<file path="config.mk">
export PLATFORM = sky130hd
export DESIGN_NAME = mdr_ctrl_flat
export DESIGN_NICKNAME = d
export VERILOG_FILES = /design/src/rtl/mdr_pkg.sv /design/src/rtl/mdr_ctrl_if.sv /design/src/rtl/mdr_byte_reg.sv /design/src/rtl/mdr_ctrl.sv /design/src/flat_wrapper.sv
export SDC_FILE = /design/constraint.sdc
export NUM_CORES = 1
export LEC_CHECK = 0
export ABC_AREA = 1
export CAP_MARGIN = 30
export CORE_UTILIZATION = 41
export CTS_CLUSTER_DIAMETER = 30
export DETAILED_ROUTE_END_ITERATION = 6
export MAX_ROUTING_LAYER = met4
export PLACE_DENSITY_LB_ADDON = 0.05
export SLEW_MARGIN = 20
export SYNTH_ARGS = -nofsm -noshare
export SYNTH_HDL_FRONTEND = slang
export SYNTH_SLANG_ARGS = --single-unit
</file>
<file path="constraint.sdc">
create_clock -name clk -period 1.9 [get_ports clk]
set_input_delay 0.285 -clock clk [delete_from_list [all_inputs] [get_ports clk]]
set_output_delay 0.285 -clock clk [all_outputs]
set_load 0.03 [all_outputs]
</file>
<file path="src/rtl/mdr_pkg.sv">
// Shared definitions for the memory data register controller:
// FSM state encoding and default width / timeout values.
package mdr_pkg;

    localparam int MDR_DATA_W  = 32;
    localparam int MDR_TIMEOUT = 15;

    typedef enum logic [1:0] {
        ST_IDLE  = 2'd0,
        ST_REQ   = 2'd1,
        ST_CAPT  = 2'd2,
        ST_FAULT = 2'd3
    } mdr_state_e;

endpackage : mdr_pkg

</file>
<file path="src/rtl/mdr_ctrl_if.sv">
// Bus / memory-side signal bundle for mdr_ctrl.
// master: the agent driving loads, read starts and memory responses.
// slave : the controller itself.
interface mdr_ctrl_if #(
    parameter int DATA_W = 32
) ();

    logic                  mdr_in;
    logic [DATA_W-1:0]     bus_in;
    logic [DATA_W/8-1:0]   be;
    logic                  rd_start;
    logic                  mem_req;
    logic                  mem_ack;
    logic [DATA_W-1:0]     mem_data;
    logic                  mem_par;
    logic [DATA_W-1:0]     q;
    logic                  busy;
    logic                  done;
    logic                  err;
    logic                  par_err;

    modport master (
        output mdr_in, bus_in, be, rd_start, mem_ack, mem_data, mem_par,
        input  mem_req, q, busy, done, err, par_err
    );

    modport slave (
        input  mdr_in, bus_in, be, rd_start, mem_ack, mem_data, mem_par,
        output mem_req, q, busy, done, err, par_err
    );

endinterface : mdr_ctrl_if

</file>
<file path="src/rtl/mdr_byte_reg.sv">
// Byte-masked data register. A memory load overwrites the whole word and
// takes priority over a bus load, which only updates enabled bytes.
module mdr_byte_reg #(
    parameter int DATA_W = 32
) (
    input  logic                clk,
    input  logic                clr_n,
    input  logic                bus_load,
    input  logic [DATA_W/8-1:0] be,
    input  logic [DATA_W-1:0]   bus_data,
    input  logic                mem_load,
    input  logic [DATA_W-1:0]   mem_data,
    output logic [DATA_W-1:0]   q
);

    localparam int NB = DATA_W / 8;

    logic [DATA_W-1:0] q_q;
    logic [DATA_W-1:0] q_d;

    genvar gi;
    generate
        for (gi = 0; gi < NB; gi++) begin : g_byte
            assign q_d[8*gi +: 8] = mem_load              ? mem_data[8*gi +: 8] :
                                    (bus_load && be[gi])  ? bus_data[8*gi +: 8] :
                                                            q_q[8*gi +: 8];
        end
    endgenerate

    // Register the merged word.
    always_ff @(posedge clk or negedge clr_n) begin
        if (!clr_n) q_q <= '0;
        else        q_q <= q_d;
    end

    assign q = q_q;

endmodule : mdr_byte_reg

</file>
<file path="src/rtl/mdr_ctrl.sv">
// Memory data register controller: bus-side byte-masked loads plus a
// request/ack memory read with timeout. All outputs are registered.
// Optional feature: define MDR_CTRL_PARITY_EN to check even parity of
// mem_data/mem_par on each accepted ack (sticky par_err).
module mdr_ctrl
    import mdr_pkg::*;
#(
    parameter int DATA_W  = MDR_DATA_W,
    parameter int TIMEOUT = MDR_TIMEOUT
) (
    input  logic       clk,
    input  logic       clr_n,
    mdr_ctrl_if.slave  bus
);

    localparam logic [1:0] S_IDLE  = ST_IDLE;
    localparam logic [1:0] S_REQ   = ST_REQ;
    localparam logic [1:0] S_CAPT  = ST_CAPT;
    localparam logic [1:0] S_FAULT = ST_FAULT;
    localparam logic [7:0] TIMEOUT_C = 8'(TIMEOUT);

    logic [1:0]        state_q, state_d;
    logic [7:0]        cnt_q, cnt_d;
    logic              mem_req_q, mem_req_d;
    logic              busy_q, busy_d;
    logic              done_q, done_d;
    logic              err_q, err_d;
    logic              idle_like;
    logic              rd_accept;
    logic              bus_load;
    logic              mem_load;
    logic [DATA_W-1:0] q_w;

    // IDLE and FAULT both accept bus loads and new reads.
    assign idle_like = (state_q == S_IDLE) || (state_q == S_FAULT);
    assign rd_accept = bus.rd_start && idle_like;
    assign bus_load  = bus.mdr_in && idle_like;
    assign mem_load  = (state_q == S_REQ) && bus.mem_ack;

    mdr_byte_reg #(
        .DATA_W (DATA_W)
    ) u_byte_reg (
        .clk      (clk),
        .clr_n    (clr_n),
        .bus_load (bus_load),
        .be       (bus.be),
        .bus_data (bus.bus_in),
        .mem_load (mem_load),
        .mem_data (bus.mem_data),
        .q        (q_w)
    );

    // Next-state logic; an ack in REQ beats a timeout on the same cycle.
    always_comb begin
        state_d   = state_q;
        cnt_d     = cnt_q;
        mem_req_d = mem_req_q;
        busy_d    = busy_q;
        done_d    = 1'b0;
        err_d     = err_q;
        case (state_q)
            S_IDLE, S_FAULT: begin
                if (rd_accept) begin
                    state_d   = S_REQ;
                    cnt_d     = '0;
                    mem_req_d = 1'b1;
                    busy_d    = 1'b1;
                    err_d     = 1'b0;
                end
            end
            S_REQ: begin
                if (bus.mem_ack) begin
                    state_d   = S_CAPT;
                    mem_req_d = 1'b0;
                    done_d    = 1'b1;
                end else if (cnt_q + 8'd1 == TIMEOUT_C) begin
                    state_d   = S_FAULT;
                    cnt_d     = '0;
                    mem_req_d = 1'b0;
                    busy_d    = 1'b0;
                    err_d     = 1'b1;
                end else begin
                    cnt_d = cnt_q + 8'd1;
                end
            end
            S_CAPT: begin
                state_d = S_IDLE;
                busy_d  = 1'b0;
            end
            default: begin
                state_d   = S_IDLE;
                cnt_d     = '0;
                mem_req_d = 1'b0;
                busy_d    = 1'b0;
            end
        endcase
    end

    // FSM and output registers.
    always_ff @(posedge clk or negedge clr_n) begin
        if (!clr_n) begin
            state_q   <= S_IDLE;
            cnt_q     <= '0;
            mem_req_q <= 1'b0;
            busy_q    <= 1'b0;
            done_q    <= 1'b0;
            err_q     <= 1'b0;
        end else begin
            state_q   <= state_d;
            cnt_q     <= cnt_d;
            mem_req_q <= mem_req_d;
            busy_q    <= busy_d;
            done_q    <= done_d;
            err_q     <= err_d;
        end
    end

`ifdef MDR_CTRL_PARITY_EN
    logic par_err_q, par_err_d;

    // Sticky parity error, cleared when a new read is accepted.
    always_comb begin
        par_err_d = par_err_q;
        if (rd_accept)
            par_err_d = 1'b0;
        else if (mem_load && (^{bus.mem_data, bus.mem_par}))
            par_err_d = 1'b1;
    end

    // Parity flag register.
    always_ff @(posedge clk or negedge clr_n) begin
        if (!clr_n) par_err_q <= 1'b0;
        else        par_err_q <= par_err_d;
    end

    assign bus.par_err = par_err_q;
`else
    logic unused_mem_par;
    assign unused_mem_par = bus.mem_par;
    assign bus.par_err    = 1'b0;
`endif

    assign bus.q       = q_w;
    assign bus.mem_req = mem_req_q;
    assign bus.busy    = busy_q;
    assign bus.done    = done_q;
    assign bus.err     = err_q;

endmodule : mdr_ctrl

</file>
<file path="src/flat_wrapper.sv">
// flat-port wrapper written by rule: the top's interface ports become plain ports
module mdr_ctrl_flat import mdr_pkg::*;
#(
    parameter int DATA_W  = MDR_DATA_W,
    parameter int TIMEOUT = MDR_TIMEOUT
)
  (clk, clr_n, bus_mdr_in, bus_bus_in, bus_be, bus_rd_start, bus_mem_ack, bus_mem_data, bus_mem_par, bus_mem_req, bus_q, bus_busy, bus_done, bus_err, bus_par_err);
  mdr_ctrl_if #(.DATA_W(DATA_W)) bus_i ();
  input  logic clk;
  input  logic clr_n;
  input wire logic [$bits(bus_i.mdr_in)-1:0] bus_mdr_in;
  input wire logic [$bits(bus_i.bus_in)-1:0] bus_bus_in;
  input wire logic [$bits(bus_i.be)-1:0] bus_be;
  input wire logic [$bits(bus_i.rd_start)-1:0] bus_rd_start;
  input wire logic [$bits(bus_i.mem_ack)-1:0] bus_mem_ack;
  input wire logic [$bits(bus_i.mem_data)-1:0] bus_mem_data;
  input wire logic [$bits(bus_i.mem_par)-1:0] bus_mem_par;
  output wire logic [$bits(bus_i.mem_req)-1:0] bus_mem_req;
  output wire logic [$bits(bus_i.q)-1:0] bus_q;
  output wire logic [$bits(bus_i.busy)-1:0] bus_busy;
  output wire logic [$bits(bus_i.done)-1:0] bus_done;
  output wire logic [$bits(bus_i.err)-1:0] bus_err;
  output wire logic [$bits(bus_i.par_err)-1:0] bus_par_err;
  assign bus_i.mdr_in = bus_mdr_in;
  assign bus_i.bus_in = bus_bus_in;
  assign bus_i.be = bus_be;
  assign bus_i.rd_start = bus_rd_start;
  assign bus_i.mem_ack = bus_mem_ack;
  assign bus_i.mem_data = bus_mem_data;
  assign bus_i.mem_par = bus_mem_par;
  assign bus_mem_req = bus_i.mem_req;
  assign bus_q = bus_i.q;
  assign bus_busy = bus_i.busy;
  assign bus_done = bus_i.done;
  assign bus_err = bus_i.err;
  assign bus_par_err = bus_i.par_err;
  mdr_ctrl #(.DATA_W(DATA_W), .TIMEOUT(TIMEOUT)) u_core (.clk(clk), .clr_n(clr_n), .bus(bus_i));
endmodule
</file>
Word level (Yosys, flattened, before mapping)
Index checks and enable logic that the tools add are counted.
{"block": "word_totals", "regBits": 46, "in_bits": 74, "wordCells": 67, "output_inout_bits": 37}
{"block": "op_classes", "muxes": 28, "n_reduce_logical": 20, "eq_ne": 8, "add_sub_neg": 1}
{"operator": "two-way mux 8 bit", "count": 11}
{"operator": "one-hot mux 8 bit (2 select lines)", "count": 1}
{"operator": "nonzero test 2 bit", "count": 5}
{"operator": "two-way mux 1 bit", "count": 9}
{"operator": "AND reduction 3 bit", "count": 3}
{"operator": "adder 8 x 1 -> 8 bit, second input constant", "count": 1}
{"operator": "== test 8 x 4 -> 1 bit, second input constant", "count": 1}
{"operator": "logical AND 1 bit", "count": 7}
{"operator": "two-way mux 2 bit", "count": 3}
{"operator": "one-hot mux 2 bit (3 select lines)", "count": 1}
{"operator": "== test 2 bit, second input constant", "count": 2}
{"operator": "!= test 2 bit, second input constant", "count": 2}
{"operator": "one-hot mux 1 bit (2 select lines)", "count": 2}
{"operator": "AND reduction 4 bit", "count": 1}
{"operator": "!= test 3 bit, second input constant", "count": 1}
{"operator": "one-hot mux 1 bit (3 select lines)", "count": 1}
{"operator": "== test 2 x 1 -> 1 bit, second input constant", "count": 1}
{"operator": "zero test 2 bit", "count": 1}
{"operator": "!= test 2 x 1 -> 1 bit, second input constant", "count": 1}
{"operator": "AND reduction 2 bit", "count": 1}
{"operator": "OR reduction 2 bit", "count": 1}
{"operator": "logical OR 1 bit", "count": 1}

Longest topological paths before layout
Gate-level depths: netlist of run 1.
{"block": "logic_depth", "ltp_word": 6, "ltp_mapped": 11, "depth_no_buf": 11}

Modules after synthesis
A second synthesis of run 1 with hierarchy kept.
{"block": "unflattened", "hier_cells": 359, "hier_area_um2": 2541.2}
{"module": "mdr_byte_reg", "cells_each": 244, "instances": 1, "seq_area_each_um2": 800.8, "area_each_um2": 1700.4}
{"module": "mdr_ctrl", "cells_each": 115, "instances": 1, "seq_area_each_um2": 350.3, "area_each_um2": 840.8}

Worst setup path before layout of run 1
No wires, ideal clock.
{"block": "synth_path", "path_kind": "reg-to-reg", "startpoint": "reg u_core.state_q[0]", "endpoint": "reg u_core.cnt_q[3]", "period_less_slack_ns": 1.616, "path_stages_with_launch": 10, "path_slack_ns": 0.284, "setup_ns": 0.125, "t_required_ns": 1.775, "path_buffers": 0, "arrival_ns": 1.491, "cell_sequence": "dfrtp_1 -> inv_1 -> ha_1 -> inv_1 -> nor2_1 -> nor2_4 -> o21ai_2 -> inv_2 -> nand3_1 -> o22ai_1"}
{"block": "synth_via", "elab_chain_len": 5, "elab_cells_between_ends": 11, "classes_between": "4 x eq/ne; 1 x mux; 6 x reduce/logical"}
{"item": "start, declared", "line_no": "mdr_ctrl.sv:22", "source": "logic [1:0] state_q, state_d;"}
{"item": "start signal, assigned", "line_no": "mdr_ctrl.sv:109", "source": "state_q <= state_d;"}
{"item": "== test 2 bit / zero test 2 bit (equally long branches)", "line_no": "mdr_ctrl.sv:35, mdr_ctrl.sv:61"}
{"item": "logical OR 1 bit", "line_no": "mdr_ctrl.sv:35", "source": "assign idle_like = (state_q == S_IDLE) || (state_q == S_FAULT);"}
{"item": "logical AND 1 bit", "line_no": "mdr_ctrl.sv:36", "source": "assign rd_accept = bus.rd_start && idle_like;"}
{"item": "!= test 2 x 1 -> 1 bit (no source line)"}
{"item": "AND reduction 3 bit (no source line)"}
{"item": "end signal, assigned", "line_no": "mdr_ctrl.sv:110", "source": "cnt_q <= cnt_d;"}
{"item": "end, declared", "line_no": "mdr_ctrl.sv:23", "source": "logic [7:0] cnt_q, cnt_d;"}
Several ways; a longest one is shown, not always the timed one.
A chain may end at the register's enable or synchronous reset.

Worst setup path after layout of run 1
{"block": "layout_path", "startpoint": "reg u_core.cnt_q[0]", "endpoint": "reg u_core.busy_q, in the netlist u_core.bus.busy"}
{"block": "layout_via", "elab_chain_len": 4}
{"item": "adder 8 x 1 -> 8 bit", "line_no": "mdr_ctrl.sv:76", "source": "end else if (cnt_q + 8'd1 == TIMEOUT_C) begin"}
{"item": "== test 8 x 4 -> 1 bit", "line_no": "mdr_ctrl.sv:76"}
{"item": "!= test 2 bit (no source line)"}
{"item": "AND reduction 3 bit (no source line)"}
{"item": "end signal, assigned", "line_no": "mdr_ctrl.sv:112", "source": "busy_q <= busy_d;"}
{"item": "end, declared", "line_no": "mdr_ctrl.sv:25", "source": "logic busy_q, busy_d;"}
Every way passes these cells.

==> results of run 1 <==
## layout make-up
class                      count  area [um^2]  area share
inverter                      17         63.8      0.0171
clock inverter                 1         30.0     0.00802
sequential                    46         1150       0.308
timing repair buffer         122         1230       0.330
clock buffer                   6         82.6      0.0221
multi-input combinational    217         1090       0.292
tap                           72         90.1      0.0241
## flip-flops by register name, indices dropped and copies added, names as in the netlist
name / flops
u_core.bus.busy: 1
u_core.bus.done: 1
u_core.bus.err: 1
u_core.bus.mem_req: 1
u_core.cnt_q: 8
u_core.state_q: 2
u_core.u_byte_reg.q: 32
## per-stage QoR
stage                     power [W]  setup WS, ns  hold WS (ns)
after detailed placement    0.00519         0.167         0.284
final                       0.00589         0.125         0.479
after global routing        0.00629       0.00328         0.523
after CTS                   0.00595         0.134         0.496
after floorplan             0.00371         0.284       -0.0106
after global placement      0.00513         0.177         0.280
## logic make-up after synthesis
family | synth area share
buf+inv | 0.0529
compound gates | 0.124
flops | 0.487
fa+ha+maj | 0.0265
simple gates | 0.308
other cells | 0.00159
## power by group through the flow
stage          registers, W  clock network [W]  logic, W
6_report            0.00163           0.000749   0.00351
5_1_grt             0.00169           0.000796   0.00381
2_1_floorplan       0.00239                  0   0.00133
4_1_cts             0.00164           0.000765   0.00355
3_3_place_gp        0.00164                  0   0.00349
3_5_place_dp        0.00165                  0   0.00354
## worst max-delay path, stage by stage (launching register included)
cell and delay [ns]:
dfrtp_1 0.43, ha_1 0.26, nand2_1 0.11, inv_1 0.06, nor2_1 0.14, nand3_1 0.13
nor2_2 0.15, nand3_4 0.11, nand2_4 0.10, nand2_4 0.06, nand2_1 0.07, o21ai_2 0.05
## final timing paths
kind                                              from                                   to  slack, ns  cells after the start
hold reg to reg             u_core.bus.err$_DFFE_PN0P_           u_core.bus.err$_DFFE_PN0P_       0.49                      2
setup reg to reg           u_core.cnt_q[0]$_DFFE_PN0P_          u_core.bus.busy$_DFFE_PN0P_       0.12                     11
setup / recovery           u_core.cnt_q[0]$_DFFE_PN0P_          u_core.bus.busy$_DFFE_PN0P_       0.12                     11
hold / removal                                   clr_n  u_core.u_byte_reg.q[20]$_DFFE_PN0P_       0.48                      2
min in group clk            u_core.bus.err$_DFFE_PN0P_           u_core.bus.err$_DFFE_PN0P_       0.49                      2
max in group asynchronous                        clr_n   u_core.u_byte_reg.q[7]$_DFFE_PN0P_       0.85                      3
## Yosys cell counts, types with 2 or more instances
| cell type | number |
|---|---|
| nand4_1 | 3 |
| buf_2 | 7 |
| a31oi_1 | 32 |
| o21ai_1 | 4 |
| ha_1 | 5 |
| nor2_1 | 41 |
| o21ai_0 | 4 |
| nand3_1 | 17 |
| o21ai_2 | 3 |
| nor2_4 | 2 |
| nand2_4 | 2 |
| clkbuf_1 | 3 |
| inv_2 | 3 |
| nand2_2 | 4 |
| inv_1 | 14 |
| dfrtp_1 | 46 |
| nor2_2 | 2 |
| nand2_1 | 91 |
| buf_4 | 2 |
## routing by layer
| layer | up-vias | track usage | wire [um] |
|---|---|---|---|
| met5 | - | - | 0 |
| met4 | 0 | 0.0537 | 58 |
| met3 | 4 | 0.0600 | 393 |
| met2 | 68 | 0.346 | 2760 |
| met1 | 1034 | 0.246 | 2590 |
| li1 | 1190 | - | - |
## repair_timing
| action | in CTS | in global routing |
|---|---|---|
| endpoints found under the setup margin | 0 | 1 |
| hold buffers | 1 | 0 |
| hold endpoints to repair | 20 | 0 |
| gates resized for setup | 0 | 1 |
==> flow_metrics.env, run 1 <==
export IMPL_status="finished clean"
export IMPL_worstPathRequired_ns=2.09
export IMPL_synth_edf_count=0
export IMPL_nFillCells=483
export IMPL_hold_class="input port to asynchronous set/reset pin"
export IMPL_root_buffer="clkbuf_8"
export IMPL_cts_tree="built"
export IMPL_setup_viol=0
export IMPL_numPlacedInstances=473
export IMPL_clockBufferDepth=2
export IMPL_clock_latency_ns=0.29
export IMPL_grt_max_degree=23
export IMPL_diodes=0
export IMPL_synth_seq_cells=46
export IMPL_leakagePower_nw=1.61
export IMPL_synth_area_leader_cell="dfrtp_1"
export IMPL_placed_area_mm2=0.00362
export IMPL_power_frac_comb=0.596
export IMPL_drive_gt1_frac=0.105
export IMPL_synthToLayoutAreaGrowth_pct=58.3
export IMPL_fin_skew_ns=0.00362
export IMPL_coreArea_mm2=0.00554
export IMPL_synthTopCellsByArea="dfrtp_1, nand2_1, a31oi_1"
export IMPL_intPower_w=0.00333
export IMPL_fmax_ghz=0.563
export IMPL_setup_tns_ns=0
export IMPL_crit_path_max_fanout=5
export IMPL_mostFrequentLayoutCell="clkdlybuf4s50_1"
export IMPL_drtIter0Drc=81
export IMPL_swShare=0.436
export IMPL_num_vias=2296
export IMPL_wirelength_um=5800
export IMPL_rsz0062_at_grt="no"
export IMPL_final_antenna_net_count=0
export IMPL_cts_setup_buffers=0
export IMPL_grt_ovfl_total=0
export IMPL_yosysWarnings=0
export IMPL_period_needed_ns=1.78
export IMPL_grt_pass1_wl_um=9630
export IMPL_track_usage=0.207
export IMPL_via_per_inst=4.77
export IMPL_synthCells=292
export IMPL_nets=488
export IMPL_p_switching_w=0.00257
export IMPL_dpl_hpwl_um=4480
export IMPL_design_area_mm2=0.00374
export IMPL_synthArstFlopShare=1.00
export IMPL_synth_top_area_share=0.487
export IMPL_htree_levels=2
export IMPL_fin_crit_sh=0.934
export IMPL_drc=0
export IMPL_final_cells=481
export IMPL_ios=111
export IMPL_synth_avg_cell_area_um2=8.10
export IMPL_dieWidth_um=77.9
export IMPL_synth_ff_type="dfrtp_1"
export IMPL_start_util=0.427
export IMPL_ir_drop_uv=791
export IMPL_cts_buffers=5
export IMPL_synth_fp_nets=371
export IMPL_clkTransAtPathRegs_ns=0.09
export IMPL_startpoint_type="register"
export IMPL_wl_per_cell_um=12.1
export IMPL_synthesis_area_mm2=0.00236
export IMPL_pwr_share_clk=0.127
export IMPL_first_pass_iters=4
export IMPL_hold_viol=0
export IMPL_rows=27
export IMPL_pwr_density_cell_mw_per_mm2=1580
export IMPL_antenna_found_initial=0
export IMPL_critPathArrivalTime_ns=1.97
export IMPL_grt_pass1_vias=2175
export IMPL_path_class="register to register"
export IMPL_seqPwrFrac=0.277
export IMPL_layout_common_cells="clkdlybuf4s50_1, nand2_1, dfrtp_1, nor2_1, a31oi_1"
export IMPL_synth_cell_types=26
export IMPL_cp_end_kind="register"
export IMPL_finalMaxSlewViolations=0
export IMPL_ys_seq_area_frac=0.487
export IMPL_cts_num_sinks=46
export IMPL_fin_util=0.675
export IMPL_max_cap_violations=0
export IMPL_gp_congestion=0.775
export IMPL_die_area_mm2=0.00608
export IMPL_io_buffers=108
export IMPL_die_h_um=77.9
Power figures use the tool's default switching activity.
==> run 2, diff against run 1 <==
Settings changed: CELL_PAD_IN_SITES_DETAIL_PLACEMENT set to 1, CELL_PAD_IN_SITES_GLOBAL_PLACEMENT set to 1, CORE_UTILIZATION 41 to 29, HOLD_SLACK_MARGIN set to 0.15.
==> flow_metrics.env, run 2 (synthesis results as in run 1) <==
export IMPL_start_util=0.303
export IMPL_fin_crit_sh=0.900
export IMPL_die_h_um=92.3
export IMPL_root_buffer="clkbuf_8"
export IMPL_grt_max_degree=26
export IMPL_ios=111
export IMPL_seqPwrFrac=0.282
export IMPL_wl_per_cell_um=13.6
export IMPL_via_per_inst=4.70
export IMPL_track_usage=0.186
export IMPL_clkTransAtPathRegs_ns=0.09
export IMPL_gp_congestion=0.736
export IMPL_hold_class="register to register"
export IMPL_critPathArrivalTime_ns=1.89
export IMPL_reg2reg_slack_ns=0.19
export IMPL_crit_path_max_fanout=7
export IMPL_grt_pass1_wl_um=12200
export IMPL_power_frac_comb=0.606
export IMPL_wirelength_um=7010
export IMPL_fmax_ghz=0.585
export IMPL_setup_tns_ns=0
export IMPL_cts_buffers=5
export IMPL_worst_slack_ns=0.190
export IMPL_final_antenna_net_count=0
export IMPL_max_cap_violations=0
export IMPL_rows=32
export IMPL_worstPathRequired_ns=2.09
export IMPL_cts_tree="built"
export IMPL_drtIter0Drc=49
export IMPL_layout_common_cells="clkdlybuf4s50_1, nand2_1, dfrtp_1, nor2_1, a31oi_1"
export IMPL_relSlewSlack=0.624
export IMPL_numPlacedInstances=505
export IMPL_htree_levels=2
export IMPL_path_class="register to register"
export IMPL_clock_latency_ns=0.30
export IMPL_die_area_mm2=0.00852
export IMPL_dpl_hpwl_um=5440
export IMPL_hold_slack_ns=0.484
export IMPL_final_cells=514
export IMPL_cp_end_kind="register"
export IMPL_fin_skew_ns=0.00210
export IMPL_tightest_slew_ns=0.563
export IMPL_clockBufferDepth=2
export IMPL_setup_viol=0
export IMPL_intPower_w=0.00315
export IMPL_dieWidth_um=92.3
export IMPL_antenna_found_initial=0
export IMPL_mostFrequentLayoutCell="clkdlybuf4s50_1"
export IMPL_cts_num_sinks=46
export IMPL_nFillCells=918
export IMPL_drc=0
export IMPL_p_switching_w=0.00265
export IMPL_status="finished clean"
export IMPL_hold_viol=0
export IMPL_diodes=0
export IMPL_synthToLayoutAreaGrowth_pct=58.7
export IMPL_num_vias=2414
export IMPL_grt_pass1_vias=2617
export IMPL_leakagePower_nw=1.60
export IMPL_pre_cts_slack_ns=0.144
export IMPL_period_needed_ns=1.71
export IMPL_pwr_density_cell_mw_per_mm2=1540
export IMPL_nets=490
export IMPL_startpoint_type="register"
export IMPL_grt_ovfl_total=0
export IMPL_rsz0062_at_grt="no"
export IMPL_drive_gt1_frac=0.114
export IMPL_ir_drop_uv=573
export IMPL_pwr_share_clk=0.112
export IMPL_first_pass_iters=4
export IMPL_largest_reg_flops=32
export IMPL_io_buffers=108
export IMPL_finalMaxSlewViolations=0
export IMPL_swShare=0.457
export IMPL_coreArea_mm2=0.00781
==> run 2: changes by cell type in the layout (fill, tap and decap cells not counted), sizes merged <==
| cell | previous run | this run |
|---|---|---|
| clkinvlp | 0 | 1 |
| buf | 14 | 16 |
| bufinv | 1 | 0 |
| clkinv | 0 | 1 |
==> run 2: cell type report <==
class,instances,area (um^2),area share
clock inverters,2,12.5,0.00333
repair buffers,124,1220,0.326
well taps,102,128,0.0340
multi-input cells,217,1090,0.291
inverters,17,63.8,0.0170
clock buffers,6,82.6,0.0220
flip-flops and latches,46,1150,0.307
==> run 2: per-stage QoR <==
stage | power, W | utilization | cell area, um^2
floorplan | 0.00371 | - | 2360
global placement | 0.00515 | 0.467 | 3640
CTS | 0.00590 | 0.480 | 3750
global route | 0.00627 | 0.481 | 3750
finish | 0.00580 | 0.481 | 3750
detailed placement | 0.00522 | 0.467 | 3640
==> run 2: worst paths after layout <==
check,startpoint,to,cells after the start
max,u_core.state_q[0]$_DFFE_PN0P_,u_core.cnt_q[3]$_DFFE_PN0P_,9
min,u_core.bus.err$_DFFE_PN0P_,u_core.bus.err$_DFFE_PN0P_,2
max reg2reg,u_core.state_q[0]$_DFFE_PN0P_,u_core.cnt_q[3]$_DFFE_PN0P_,9
min reg2reg,u_core.bus.err$_DFFE_PN0P_,u_core.bus.err$_DFFE_PN0P_,2
max in group asynchronous,clr_n,u_core.cnt_q[0]$_DFFE_PN0P_,3
min in group asynchronous,clr_n,u_core.u_byte_reg.q[24]$_DFFE_PN0P_,2
==> run 2: critical path: stages, from the launching register on <==
cell and delay, ns:
dfrtp_1 0.38, inv_1 0.07, ha_1 0.31, inv_1 0.07, nor2_1 0.26, nor2_4 0.06
o21ai_2 0.10, inv_2 0.10, nand3_1 0.15, o22ai_1 0.09
==> run 2: repair_timing <==
| item | 4_1_cts | 5_1_grt |
|---|---|---|
| endpoints found under the hold margin | 21 | 0 |
| buffers inserted | 0 | 0 |
| endpoints found under the setup margin | 0 | 5 |
| hold buffers | 1 | 0 |
| resized for setup | 0 | 2 |
==> run 2: layer usage <==
layer,track usage,share of wire,up-vias,wire length (um)
li1,-,-,1194,-
met1,0.224,0.44,1135,3070
met2,0.307,0.48,76,3380
met3,0.0476,0.066,9,464
met4,0.0560,0.014,0,95
met5,-,0,-,0
==> run 2: power groups by stage <==
stage               Combinational (W)  Sequential [W]  Clock (W)
floorplan                     0.00133         0.00239          0
detailed placement            0.00356         0.00166          0
finish                        0.00351         0.00164   0.000649
global placement              0.00352         0.00164          0
global route                  0.00387         0.00169   0.000712
CTS                           0.00358         0.00164   0.000680
==> run 3, diff against run 2 <==
Settings changed: HOLD_SLACK_MARGIN 0.15 to not set.
==> results of run 3 <==
The final DEF is identical to that of run 2; final timing and power are the same.
